### config.mk
export PLATFORM = sky130hd
export DESIGN_NAME = pix_feeder
export DESIGN_NICKNAME = d
export VERILOG_FILES = /design/src/rtl/pix_feeder.sv
export SDC_FILE = /design/constraint.sdc
export NUM_CORES = 1
export LEC_CHECK = 0
export BUFFER_PORTS_ARGS = -buffer_cell sky130_fd_sc_hd__buf_2
export CORE_UTILIZATION = 40
export CTS_CLUSTER_DIAMETER = 120
export DETAILED_ROUTE_END_ITERATION = 8
export PLACE_DENSITY = 0.67
export SYNTH_ARGS = -nofsm -noshare
export SYNTH_HDL_FRONTEND = slang
export SYNTH_SLANG_ARGS = --single-unit
### constraint.sdc
create_clock -name clk -period 4.6 [get_ports clk]
set_clock_uncertainty 0.05 [all_clocks]
set_input_delay 0.69 -clock clk [delete_from_list [all_inputs] [get_ports clk]]
set_output_delay 0.69 -clock clk [all_outputs]
set_load 0.1 [all_outputs]
### src/rtl/pix_feeder.sv
// pix_feeder: prefetches upstream pixel words into a small FIFO and replays
// them to a downstream controller as one block per start request. The block
// is a memory-init phase (en_init high, one word per cycle) followed by
// NUM_PERIODS stream periods. Each period has PERIOD slots. The last slot of
// every period is an idle slot that carries zero and pops nothing.
//
// Ports
//   clk        rising-edge clock
//   rst_n      asynchronous active-low reset
//   start      one-cycle request to send one block (honoured only in IDLE)
//   src_data   upstream pixel word, 4 pixels of WORD_WIDETH bits
//   src_valid  src_data is valid
//   src_ready  FIFO accepts a word this cycle
//   en_init    memory-init phase indicator (registered)
//   input_raw  pixel word to the downstream controller (registered)
//   busy       high whenever the sequencer is not IDLE
//   done       one-cycle pulse once the block has been fully sent (registered)
//   underrun   sticky: a word was needed while the FIFO was empty (registered)
module pix_feeder #(
   parameter int WORD_WIDETH = 8,
   parameter int INIT_CYCLES = 73,
   parameter int PERIOD      = 24,
   parameter int NUM_PERIODS = 16,
   parameter int FIFO_DEPTH  = 8
) (
   input  logic                     clk,
   input  logic                     rst_n,
   input  logic                     start,
   input  logic [WORD_WIDETH*4-1:0] src_data,
   input  logic                     src_valid,
   output logic                     src_ready,
   output logic                     en_init,
   output logic [WORD_WIDETH*4-1:0] input_raw,
   output logic                     busy,
   output logic                     done,
   output logic                     underrun
);

   localparam int PW = WORD_WIDETH * 4;
   localparam int AW = (FIFO_DEPTH > 1) ? $clog2(FIFO_DEPTH) : 1;
   localparam int CW = AW + 1;
   localparam int IW = $clog2(INIT_CYCLES + 1);
   localparam int SW = $clog2(PERIOD + 1);
   localparam int NW = $clog2(NUM_PERIODS + 1);

   typedef enum logic [2:0] {IDLE, PREFILL, INIT, STREAM, DONE} state_t;

   state_t          state;
   logic [IW-1:0]   init_cnt;
   logic [SW-1:0]   slot;
   logic [NW-1:0]   period;

   logic [PW-1:0]   fifo_mem [FIFO_DEPTH];
   logic [AW-1:0]   wr_ptr;
   logic [AW-1:0]   rd_ptr;
   logic [CW-1:0]   fifo_count;

   logic            push;
   logic            pop_req;
   logic            pop;
   logic            starve;
   logic            fifo_empty;
   logic            last_slot;
   logic            finish;
   logic [SW-1:0]   next_slot;
   logic [PW-1:0]   raw_next;

   assign busy       = (state != IDLE);
   assign src_ready  = (state != IDLE) && (state != DONE) && (fifo_count < CW'(FIFO_DEPTH));
   assign push       = src_valid && src_ready;
   assign fifo_empty = (fifo_count == '0);

   assign last_slot  = (slot == SW'(PERIOD - 1));
   assign finish     = last_slot && (period == NW'(NUM_PERIODS - 1));
   assign next_slot  = last_slot ? '0 : slot + 1'b1;

   // Word demand for the coming edge. The STREAM decision looks at the slot
   // being entered, since input_raw is registered one edge ahead.
   always_comb begin
      pop_req = 1'b0;
      case (state)
         PREFILL: pop_req = (fifo_count == CW'(FIFO_DEPTH));
         INIT:    pop_req = 1'b1;
         STREAM:  pop_req = !finish && (next_slot != SW'(PERIOD - 1));
         default: pop_req = 1'b0;
      endcase
   end

   // A demand against an empty FIFO yields zero and flags underrun; the
   // pointers stay put so the sequence timing is never disturbed.
   assign pop      = pop_req && !fifo_empty;
   assign starve   = pop_req && fifo_empty;
   assign raw_next = pop ? fifo_mem[rd_ptr] : '0;

   always_ff @(posedge clk) begin
      if (push) begin
         fifo_mem[wr_ptr] <= src_data;
      end
   end

   // Any leftover words are discarded while idling, so a new block never
   // sees data from the previous one.
   always_ff @(posedge clk or negedge rst_n) begin
      if (!rst_n) begin
         wr_ptr     <= '0;
         rd_ptr     <= '0;
         fifo_count <= '0;
      end else if (state == IDLE) begin
         wr_ptr     <= '0;
         rd_ptr     <= '0;
         fifo_count <= '0;
      end else begin
         if (push) wr_ptr <= wr_ptr + 1'b1;
         if (pop)  rd_ptr <= rd_ptr + 1'b1;
         fifo_count <= fifo_count + CW'(push) - CW'(pop);
      end
   end

   always_ff @(posedge clk or negedge rst_n) begin
      if (!rst_n) begin
         state     <= IDLE;
         init_cnt  <= '0;
         slot      <= '0;
         period    <= '0;
         en_init   <= 1'b0;
         input_raw <= '0;
         done      <= 1'b0;
         underrun  <= 1'b0;
      end else begin
         if (starve) underrun <= 1'b1;
         case (state)
            IDLE: begin
               en_init   <= 1'b0;
               input_raw <= '0;
               done      <= 1'b0;
               if (start) begin
                  state    <= PREFILL;
                  underrun <= 1'b0;
               end
            end
            PREFILL: begin
               // The FIFO has just become full: enter INIT and show the head.
               if (fifo_count == CW'(FIFO_DEPTH)) begin
                  state     <= INIT;
                  init_cnt  <= '0;
                  en_init   <= 1'b1;
                  input_raw <= raw_next;
               end
            end
            INIT: begin
               input_raw <= raw_next;
               if (init_cnt == IW'(INIT_CYCLES - 1)) begin
                  // This edge already drives STREAM slot 0.
                  state   <= STREAM;
                  en_init <= 1'b0;
                  slot    <= '0;
                  period  <= '0;
               end else begin
                  init_cnt <= init_cnt + 1'b1;
               end
            end
            STREAM: begin
               if (finish) begin
                  state     <= DONE;
                  done      <= 1'b1;
                  input_raw <= '0;
               end else begin
                  slot      <= next_slot;
                  input_raw <= raw_next;
                  if (last_slot) period <= period + 1'b1;
               end
            end
            DONE: begin
               state     <= IDLE;
               done      <= 1'b0;
               input_raw <= '0;
            end
            default: state <= IDLE;
         endcase
      end
   end

endmodule

==> run_results.csv <==
group,metric,value,unit
layout,area.growth.synth_to_final,16.2,%
pwr,cellInternalPower,0.00611,W
pwr,pwr-share-seq,41.0,%
cts,cts_resized,0,
route,drt-total-wl,24.5,mm
layout,final_cells,1168,
route,drtIter0Drc,425,
route,vias,6221,
synthesis,seq_area_frac_synth,74.3,%
pwr,p_total,0.00961,W
floorplanning,die-width,179,um
job,max_cap_viol_count,0,
cts,insertion_delay,0.51,ns
synthesis,avgSynthCellArea,19.3,um^2
timing,rsz0062_at_grt,"false",
pwr,power.density,659,nW/um^2
global_route,grt_use_total,16.1,%
pwr,clock_power_share,27.0,%
place,dp_hpwl,14.3,mm
cts,h-tree-depth,2,
global_route,grt_overflow_total,0,
timing,tightestPinTransition,1.05,ns
layout,drive_above_1_share,28.6,%
floorplanning,fp.dieArea,32000,um^2
floorplanning,die_h,179,um
critical_path,critPathMaxFanout,26,
route,wire_per_inst,21.0,um
synthesis,synthTopCellsByArea,"edfxtp_1 (61%), dfrtp_1 (13%), mux4_2 (11%)",
timing,clock.fmax,0.343,GHz
synthesis,yosysUniqueCellTypes,45,
synthesis,synth_area_leader_cell,"edfxtp_1",
status,status,"complete, but fails checks",
layout,layout.nets,795,
floorplanning,core_area,30700,um^2
cts,cts_root_buf,"clkbuf_16",
critical_path,required,4.75,ns
pwr,cellLeakagePower,5.16,nW
floorplanning,rows,64,
global_route,grt_pass1_vias,6515,
critical_path,crit_path_top_delay_cell,"nor2_4",
timing,relSlewSlack,29.8,%
place,place.gp.congestion,0.781,
cts,holdBufCountCts,0,
timing,fin_crit_sh,63.5,%
timing,maxSlewViolCount,0,
cts,clock_sinks,321,
synthesis,syn-cell-area,12500,um^2
synthesis,synth_top_area_share,61.3,%
global_route,antenna_found_initial,1,
critical_path,path_cells,"nor2_1 > nor2_2 > nand2_1 > or2_2 > nor2_4 > buf_4",
route,via_per_inst,5.33,
route,post-route-drc-count,4,
pwr,power.share.switching,36.4,%
cts,cts.clk_slew.worst_paths,0.06,ns
critical_path,end_kind,"register",
timing,setup_viol,0,
pwr,p_comb_share,32.0,%
critical_path,crit_type,"reg -> reg",
cts,post_cts_buffers,0,
floorplanning,io_pins,73,
route,first_pass_iters,6,
hold_path,hp-class,"in -> async",
place,dpl.cell_count,1104,
route,ant_nets,0,
synthesis,syn_nets,699,
critical_path,max_stage_delay,0.73,ns
cts,clockBufferDepth,3,
critical_path,start_kind,"register",
synthesis,ys_ff_latch,321,
critical_path,arrival,3.07,ns
global_route,grt_pass1_wl,38.2,mm
pwr,power.switching,0.00349,W
synthesis,ys_warn_count,0,
timing,fin_setup_tns,0,ns
pwr,vdd_drop_max,0.615,mV
cts,cts_made_buffers,34,
timing,finalCriticalPeriod,2.92,ns
floorplanning,start_util,40.8,%
place,port_buffers,72,
status,violations,"DRC",
global_route,grt_max_degree,66,
cts,cts_tree,"done",
synthesis,syn_inst,648,
timing,hold_viol_final,0,
## final cells by class
| type | instances | area, um^2 |
|---|---|---|
| Inverter | 18 | 67.6 |
| Clock buffer | 45 | 933 |
| Sequential cell | 321 | 9320 |
| Multi-Input combinational cell | 283 | 3130 |
| Antenna cell | 2 | 5.00 |
| Fill cell | 2573 | 16200 |
| Clock inverter | 17 | 138 |
| Timing Repair Buffer | 86 | 480 |
| Tap cell | 396 | 495 |
## cells by family after synthesis
| family | share of synthesized area, % |
|---|---|
| buf+inv | 1.44 |
| fa+ha+maj | 1.56 |
| mux | 14.3 |
| compound gates | 4.31 |
| xor+xnor | 0.559 |
| simple gates | 3.53 |
| flops | 74.3 |
## sequential cells by signal (all words and copies together) (netlist names)
signal / cells
underrun: 1
fifo_mem: 256
input_raw: 32
period: 5
fifo_count: 4
rd_ptr: 3
init_cnt: 7
state: 3
wr_ptr: 3
done: 1
en_init: 1
slot: 5
## stage by stage
step	area (um^2)	setup slack, ns	utilization (%)	hold slack [ns]
finish	14600	1.68	47.4	0.278
global route	14600	1.48	47.4	0.350
CTS	14600	1.64	47.4	0.315
detailed placement	13500	1.66	43.9	0.419
global placement	13500	1.74	43.9	0.419
floorplan	12500	0.536	-	0.344
## worst max-delay path, delay by kind of cell (launching register included)
| kind | cells | cell delay [ns] |
|---|---|---|
| buf+inv | 1 | 0.31 |
| simple gates | 5 | 1.69 |
| flops | 1 | 0.57 |
## power by group through the flow
| stage | Clock [W] | Sequential [W] | Combinational (W) |
|---|---|---|---|
| 2_1_floorplan | 0 | 0.00483 | 0.00153 |
| 3_3_place_gp | 0 | 0.00402 | 0.00307 |
| 3_5_place_dp | 0 | 0.00402 | 0.00311 |
| 4_1_cts | 0.00265 | 0.00396 | 0.00311 |
| 5_1_grt | 0.00276 | 0.00400 | 0.00327 |
| 6_report | 0.00260 | 0.00394 | 0.00307 |
## synth_stat cells
cell type  instances
fa_1               1
buf_1              3
buf_4              1
o31ai_1            3
nor4b_1            1
nand2b_1           5
mux4_2            64
xor2_1             5
nor2b_1            3
o21ai_1            2
and2_1             2
inv_1             17
nor3_1             6
nand2_1           20
a211o_1            1
o21ai_4            1
nand3b_1           1
a21boi_0           1
xnor2_1            3
o2bb2ai_1         32
or4_1              1
a221oi_1           1
mux2i_1           35
a21oi_1           12
or3_1              3
and3_1             3
and4b_1            2
dfrtp_1           65
o221ai_1           1
nand3_1           10
clkbuf_1          13
nand4b_1           1
edfxtp_1         256
or3b_2             2
or2_2              1
nand4_1            3
o211ai_1           1
a21o_1             2
o21ai_0           17
a311o_1            1
ha_1              14
or4b_4             1
nor2_1            21
inv_2              1
buf_2              9
## layout by cell type (no fill, tap or decap), types with 4 or more instances in the layout
master	n
xor2_1	5
buf_2	71
nand3_1	10
clkbuf_1	8
nand2_1	20
nor3_1	4
a21oi_1	12
nand2b_1	5
nor2_4	7
mux4_2	64
inv_1	17
o2bb2ai_1	32
dfrtp_1	63
buf_4	14
clkbuf_16	35
mux2i_1	35
edfxtp_1	256
o21ai_0	17
clkinv_2	9
ha_1	14
nor2_1	13
## per-layer routing
metal | share of wire [%] | track usage [%] | vias up
met5 | 0 | 0 | -
met4 | 1.7 | 4.45 | 0
met3 | 4.0 | 3.07 | 33
met2 | 49 | 26.4 | 112
met1 | 46 | 21.9 | 3262
li1 | - | - | 2814
## worst paths after layout
path,from,endpoint,slack [ns],depth (start not counted)
max,state[0]$_DFFE_PN0P_,fifo_mem[2][18]$_DFFE_PP_,1.68,6
min,rst_n,input_raw[16]$_DFFE_PN0P_,0.28,1
max in group asynchronous,rst_n,rd_ptr[0]$_DFFE_PN0P_,3.54,1
min in group clk,start,underrun$_DFF_PN0_,0.36,2
min reg2reg,period[4]$_DFFE_PN0P_,period[4]$_DFFE_PN0P_,0.43,2
max reg2reg,state[0]$_DFFE_PN0P_,fifo_mem[2][18]$_DFFE_PP_,1.68,6
(Power assumes the default switching activity.)
